<file path="config.mk">
export PLATFORM = sky130hd
export DESIGN_NAME = bit_stuff_engine
export DESIGN_NICKNAME = d
export VERILOG_FILES = /design/src/rtl/bit_stuff_engine.sv
export SDC_FILE = /design/constraint.sdc
export NUM_CORES = 1
export LEC_CHECK = 0
export ABC_AREA = 0
export BUFFER_PORTS_ARGS = -buffer_cell sky130_fd_sc_hd__buf_2
export CAP_MARGIN = 20
export CORE_AREA = 2 2 39 41
export CTS_CLUSTER_DIAMETER = 80
export DETAILED_ROUTE_END_ITERATION = 10
export DIE_AREA = 0 0 41 43
export GPL_ROUTABILITY_DRIVEN = 0
export PLACE_DENSITY_LB_ADDON = 0.25
export SLEW_MARGIN = 20
export SYNTH_ARGS = -nofsm -noshare
export SYNTH_HDL_FRONTEND = slang
export SYNTH_SLANG_ARGS = --single-unit
</file>
<file path="constraint.sdc">
create_clock -name clk -period 2.1 [get_ports clk]
set_input_delay 0.315 -clock clk [delete_from_list [all_inputs] [get_ports clk]]
set_output_delay 0.315 -clock clk [all_outputs]
set_load 0.005 [all_outputs]
</file>
<file path="src/rtl/bit_stuff_engine.sv">
// Serial bit-stuffing engine: TX inserts a 0 after RUN_LEN consecutive 1s, RX removes and checks it.
// Optional macro BIT_STUFF_STATS_EN adds a 16-bit stuff-event counter output (stuff_cnt).
module bit_stuff_engine #(
  parameter int unsigned RUN_LEN  = 6,
  parameter int unsigned CNT_BITS = 3
) (
  input  logic                clk,
  input  logic                n_rst,
  input  logic                shift_enable,
  input  logic                mode,
  input  logic                d_in,
  input  logic                sync_clr,
  input  logic                err_clr,
  output logic                d_out,
  output logic                d_valid,
  output logic                tx_hold,
  output logic                stuff_bit,
  output logic                stuff_err,
  output logic [CNT_BITS-1:0] run_count
`ifdef BIT_STUFF_STATS_EN
  ,
  output logic [15:0]         stuff_cnt
`endif
);

  localparam logic [CNT_BITS-1:0] RUN_MAX = CNT_BITS'(RUN_LEN);

  typedef enum logic [1:0] {
    COUNT = 2'd0,
    STUFF = 2'd1,
    SKIP  = 2'd2,
    ERR   = 2'd3
  } state_t;

  state_t              state, state_nxt;
  logic [CNT_BITS-1:0] cnt_nxt;
  logic                mode_q;
  logic                clr;
  logic                err_set;
  logic                stuff_entry;

  // A mode switch mid-packet is treated exactly like a packet-boundary clear.
  always_comb clr = sync_clr | (mode ^ mode_q);

  always_comb begin
    state_nxt   = state;
    cnt_nxt     = run_count;
    err_set     = 1'b0;
    stuff_entry = 1'b0;
    d_out       = d_in;
    d_valid     = 1'b0;
    tx_hold     = 1'b0;
    stuff_bit   = 1'b0;

    case (state)
      COUNT: begin
        d_valid = shift_enable;
        if (shift_enable) begin
          if (d_in) begin
            cnt_nxt = run_count + 1'b1;
            if (cnt_nxt == RUN_MAX) begin
              state_nxt   = mode ? SKIP : STUFF;
              stuff_entry = 1'b1;
            end
          end else begin
            cnt_nxt = '0;
          end
        end
      end
      STUFF: begin
        d_out     = 1'b0;
        d_valid   = shift_enable;
        tx_hold   = 1'b1;
        stuff_bit = 1'b1;
        if (shift_enable) begin
          cnt_nxt   = '0;
          state_nxt = COUNT;
        end
      end
      SKIP: begin
        stuff_bit = 1'b1;
        if (shift_enable) begin
          cnt_nxt = '0;
          if (d_in) begin
            state_nxt = ERR;
            err_set   = 1'b1;
          end else begin
            state_nxt = COUNT;
          end
        end
      end
      ERR: begin
        cnt_nxt = '0;
      end
      default: begin
        state_nxt = COUNT;
        cnt_nxt   = '0;
      end
    endcase

    if (clr) begin
      state_nxt   = COUNT;
      cnt_nxt     = '0;
      err_set     = 1'b0;
      stuff_entry = 1'b0;
    end
  end

  always_ff @(posedge clk) begin
    if (!n_rst) begin
      state     <= COUNT;
      run_count <= '0;
      mode_q    <= mode;
      stuff_err <= 1'b0;
    end else begin
      state     <= state_nxt;
      run_count <= cnt_nxt;
      mode_q    <= mode;
      if (err_set) begin
        stuff_err <= 1'b1;
      end else if (err_clr) begin
        stuff_err <= 1'b0;
      end
    end
  end

`ifdef BIT_STUFF_STATS_EN
  always_ff @(posedge clk) begin
    if (!n_rst || clr) begin
      stuff_cnt <= '0;
    end else if (stuff_entry) begin
      stuff_cnt <= stuff_cnt + 16'd1;
    end
  end
`endif

endmodule

</file>
==> impl_metrics.ini, run 1 <==
[power]
ir_worst_vdd_v = 0.000414
power_switching_uw = 69.6
power_per_cell_area_mw_per_mm2 = 522
p_leak_nw = 0.267
swShare_pct = 24.5
power_frac_comb_pct = 8.7
p_clk_share_pct = 43.8
seqPwrFrac_pct = 47.5
p_int_uw = 215

[clock_tree]
clkTransAtPathRegs_ps = 60
cts_made_buffers = 3
ctsResizeCount = 0
cts_hold_buf = 0
htreeDepth = 1
clockBufferDepth = 2
clockRootBuffer = clkbuf_4
cts_setup_buffers = 0
cts.sinks = 7
insertion_delay_ps = 260
cts_tree = built

[route]
vias = 404
first_iter_violations = 5
via_per_inst = 4.70
wl_per_cell_um = 10.2
wl_um = 881
first_pass_iters = 2
ant_nets = 0
drc = 0

[timing]
clock.fmax_mhz = 617
finClkSkew_ps = 6.47
slew_headroom_pct = 75.5
worstMarginPinSlew_ps = 365
setup_viol = 0
period_minus_slack_ps = 1620
hold_violations = 0
min_period_over_period_pct = 77.2
setup_tns_ps = 0
drv_slew = 0
grt_setup_unrepaired = no
hold_ws_ps = 212

[global_routing]
gr-usage-met3_pct = 3.14
grt_use_total_pct = 12.1
gr-usage-met2_pct = 16.6
grt_pass1_vias = 345
antenna_found_initial = 0
busiest_layer = met2
use_met1_pct = 16.0
overflow = 0
grt_pass1_wl_um = 1410
grt_max_degree = 6

[floorplan]
die_y_um = 43
io_pins = 15
fp-row-count = 14
start_util_pct = 30.9
die_area_mm2 = 0.00176
core_region_area_mm2 = 0.00138
die_w_um = 41

[worst_setup_path]
endpoint_kind = output pin
required_ps = 1780
arrival_ps = 1310
regToRegSetupSlack_ps = 610
slowest_delay_ps = 360
timing.rr.start = state[0]
cp_cell_sequence = inv_1, ha_1, o21a_1, buf_2
crit_type = reg2out
path_max_fanout = 5
critPathLaunchType = flop
cpMaxStageDelayCell = dfxtp_1
startpoint = state[0]

[logic_synthesis]
syn-cell-area_um2 = 428
syn_nets = 65
syn_inst = 52
ys_ff_latch = 7
synth-seq-area-share_pct = 32.7
syn_avg_cell_area_um2 = 8.23
yosysWarnings = 0
synth_cell_type_count = 17

[layout]
finish.utilization_pct = 39.4
drive_above_1_share_pct = 27.1
diodes = 0
area_growth_pct = 27.5
regArea_um2 = 140
multi_input_area_um2 = 269
n_fill_cell = 147
nets = 84

[min_path]
hold_start = mode
hold_path_class = in2reg

[placement]
hpwl_um = 713
portBuffers = 14

[job]
drv_cap = 0

[run_status]
status = finished clean
[worst paths after layout]
| check | to | depth (start not counted) |
|---|---|---|
| hold reg to reg | run_count[2] | 2 |
| hold / removal | mode_q | 1 |
| setup / recovery | d_valid | 4 |
| setup reg to reg | state[1] | 6 |
[placed cells by master, fill, tap and decap left out]
| master | Yosys | layout |
|---|---|---|
| a41oi_1 | 1 | 1 |
| nor2b_1 | 3 | 3 |
| o21ai_0 | 3 | 3 |
| nand2_1 | 1 | 1 |
| o21bai_1 | 1 | 1 |
| dfxtp_1 | 7 | 7 |
| or3b_1 | 1 | 1 |
| o21a_1 | 3 | 3 |
| clkbuf_4 | 0 | 3 |
| nand3_1 | 1 | 1 |
| inv_1 | 5 | 5 |
| a21oi_1 | 3 | 3 |
| ha_1 | 6 | 6 |
| clkinv_2 | 0 | 1 |
| nor3_1 | 5 | 5 |
| xor2_1 | 2 | 2 |
| a31oi_1 | 1 | 1 |
| buf_2 | 0 | 14 |
| nand3_2 | 1 | 1 |
| nor2_1 | 8 | 8 |
[power by group through the flow]
stage / registers (mW) / clock network, mW / logic (mW)
after floorplan: 0.138 / 0 / 0.0117
after global placement: 0.138 / 0 / 0.0248
after detailed placement: 0.138 / 0 / 0.0247
after CTS: 0.135 / 0.131 / 0.0248
after global routing: 0.135 / 0.138 / 0.0282
final: 0.135 / 0.125 / 0.0247
[routing by layer]
| layer | wire length, µm | vias to the layer above | part of all wire (%) |
|---|---|---|---|
| li1 | - | 214 | - |
| met1 | 426 | 175 | 48 |
| met2 | 379 | 13 | 43 |
| met3 | 60 | 2 | 6.8 |
| met4 | 15 | 0 | 1.7 |
| met5 | 0 | - | 0 |
[Yosys cell counts, drive strengths merged]
master | instances | share of area [%]
a21oi | 3 | 3.5
a31oi | 1 | 1.5
a41oi | 1 | 2.0
dfxtp | 7 | 33
ha | 6 | 18
inv | 5 | 4.4
nand2 | 1 | 0.88
nand3 | 2 | 3.5
nor2 | 8 | 7.0
nor2b | 3 | 4.4
nor3 | 5 | 5.8
o21a | 3 | 5.3
o21ai | 3 | 3.5
o21bai | 1 | 1.8
or3b | 1 | 2.0
xor2 | 2 | 4.1
[state kept, by name, indices dropped and copies added, names as in the netlist]
signal / flops
state: 2
mode_q: 1
stuff_err: 1
run_count: 3
[metrics by stage]
stage	total power, mW	setup WS (ps)	cells	instance area [µm²]
6_report	0.285	479	86	546
5_1_grt	0.302	410	86	546
3_3_place_gp	0.163	658	82	518
2_1_floorplan	0.150	775	52	428
3_5_place_dp	0.163	632	82	518
4_1_cts	0.291	471	86	546
[cell type report]
class,instances,share of cell area [%]
clock inverter,1,0.917
tap,16,3.67
inverter,5,3.44
sequential,7,25.7
clock buffer,3,4.13
multi-input combinational,40,49.3
timing repair buffer,14,12.8
[worst max-delay path, delay by kind of cell (launching register included)]
kind	cells	cell delay, ps
DFF	1	360
adders and majority gates	1	270
buffers and inverters	2	220
AOI/OAI and AO/OA	1	200
[kinds of logic (layout without fill, tap and decap cells)]
| family | Yosys count | in the layout | share of synthesized area, % |
|---|---|---|---|
| adder cells (fa/ha/maj) | 6 | 6 | 17.5 |
| AND/OR/NAND/NOR | 20 | 20 | 23.7 |
| buffers and inverters | 5 | 23 | 4.39 |
| flip-flops | 7 | 7 | 32.7 |
| XOR/XNOR | 2 | 2 | 4.09 |
| AO/OA/AOI/OAI | 12 | 12 | 17.5 |
(Power assumes the default switching activity.)
==> inputs of run 2 (changes only) <==
- clock period: 2.1 -> 1.4 ns (I/O delays scaled with it)
==> run 2 against run 1 <==
Worst setup slack lost 410 ps. Final area grew 22%. Hold slack lost 100 ps. Die area is the same. Core utilization grew 8.5 points. Total power grew 48%. Highest routed layer unchanged. Wire length grew 3.7%. First-iteration DRC count grew 20%. Sequential cell count is the same. Largest power group unchanged. Via count grew 4.5%. Count of clock-buffer cells in the layout grew 1.
==> impl_metrics.ini, run 2 (synthesis results as in run 1) <==
[global_routing]
antenna_found_initial = 0
grt_pass1_vias = 359
overflow = 0
grt_max_degree = 6
grt_use_total_pct = 12.0
grt_pass1_wl_um = 1410

[layout]
n_fill_cell = 141
largest-register = run_count
diodes = 0
mostFrequentLayoutCells = 14 x buf_2, 7 x nor2_1, 4 x dfxtp_1, 4 x buf_4
regArea_um2 = 144
reg_top3 = run_count (3), state (2)
multi_input_area_um2 = 343
largest_reg_flops = 3
drive_above_1_share_pct = 52.0
area_growth_pct = 55.0
final_common_cell = buf_2
nets = 89

[power]
power_frac_comb_pct = 10.2
power_switching_uw = 92.7
p_clk_share_pct = 41.8
power_per_cell_area_mw_per_mm2 = 637
swShare_pct = 21.9
ir_worst_vdd_v = 0.000361
p_total_uw = 423
seqPwrFrac_pct = 48.0
p_leak_nw = 0.303
p_int_uw = 330

[worst_setup_path]
slowest_delay_ps = 320
cpMaxStageDelayCell = dfxtp_2
required_ps = 1570
crit_type = reg2reg
cp_cell_sequence = buf_4, ha_2, nor3_2, o21bai_2, o21a_1, nor3_2
path_max_fanout = 4
timing.rr.start = state[1]
startpoint = state[1]
critPathLaunchType = flop
endpoint_kind = flop
cpMostUsedCell = nor3_2
arrival_ps = 1500

[clock_tree]
clockRootBuffer = clkbuf_4
htreeDepth = 1
cts_setup_buffers = 0
cts_made_buffers = 3
cts.sinks = 7
clkTransAtPathRegs_ps = 50
insertion_delay_ps = 250
cts_tree = built
cts_hold_buf = 0
clockBufferDepth = 2

[timing]
slew_headroom_pct = 85.8
clock.fmax_mhz = 752
finClkSkew_ps = 2.50
period_minus_slack_ps = 1330
setup_tns_ps = 0
setup_viol = 0
hold_violations = 0
worstMarginPinSlew_ps = 211
drv_slew = 0
min_period_over_period_pct = 95.0
grt_setup_unrepaired = yes

[route]
wl_per_cell_um = 10.0
drc = 0
via_per_inst = 4.64
first_pass_iters = 4
first_iter_violations = 6
ant_nets = 0
vias = 422
wl_um = 914

[placement]
hpwl_um = 696
portBuffers = 14

[floorplan]
io_pins = 15
die_y_um = 43
die_w_um = 41
fp-row-count = 14
start_util_pct = 30.9
core_region_area_mm2 = 0.00138
die_area_mm2 = 0.00176

[min_path]
hold_path_class = in2reg
hold_start = mode

[job]
drv_cap = 0

[run_status]
status = finished clean
==> run 2: cell types whose count changed in the layout (fill, tap and decap cells not counted), moves of 3 or more <==
cell	previous run	this run
nor3_2	0	3
nor3_1	5	2
dfxtp_2	0	3
dfxtp_1	7	4
buf_4	0	4
ha_1	6	2
==> run 2: final timing paths <==
path / endpoint / slack, ps / depth (start not counted)
worst min register to register: run_count[1] / 520 / 2
worst max-delay path: state[0] / 70 / 6
worst min-delay path: mode_q / 110 / 1
worst max register to register: state[0] / 70 / 6
==> run 2: metal layers <==
metal / global-route usage (%) / share of wire [%] / vias up
li1: - / - / 221
met1: 16.6 / 47 / 188
met2: 14.7 / 46 / 11
met3: 1.57 / 4.9 / 2
met4: 12.0 / 1.4 / 0
met5: 0 / 0 / -
==> run 2: per-stage QoR <==
stage	hold slack [ps]	area [µm²]	std cells	setup WS [ps]	util (%)
6_report	113	663	91	70.4	47.9
5_1_grt	105	663	91	-40.1	47.9
4_1_cts	101	602	91	14.8	43.5
3_5_place_dp	365	563	88	-11.9	40.7
2_1_floorplan	238	428	52	74.9	-
3_3_place_gp	363	563	88	14.4	40.7
==> run 2: area by class of cell <==
type,instances,area share (%)
clock buffer,4,3.96
multi-input combinational,40,51.7
tap,16,3.02
sequential,7,21.7
timing repair buffer,19,16.8
inverter,5,2.83
==> run 2: repair_timing <==
action / CTS / global route
setup endpoints to repair: 3 / 5
gates resized for setup: 6 / 14
pin swaps: 0 / 3
==> run 2: power by group through the flow <==
| stage | registers [mW] | clock network (mW) | logic (mW) |
|---|---|---|---|
| floorplan | 0.207 | 0 | 0.0176 |
| global placement | 0.207 | 0 | 0.0404 |
| detailed placement | 0.207 | 0 | 0.0404 |
| CTS | 0.203 | 0.192 | 0.0406 |
| global route | 0.202 | 0.201 | 0.0487 |
| finish | 0.203 | 0.177 | 0.0431 |
==> run 2: worst max-delay path, delay by kind of cell, from the launching register on <==
kind	cells	cell delay, ps
compound gates	2	320
simple gates	2	310
buf+inv	1	130
flops	1	320
fa+ha+maj	1	180
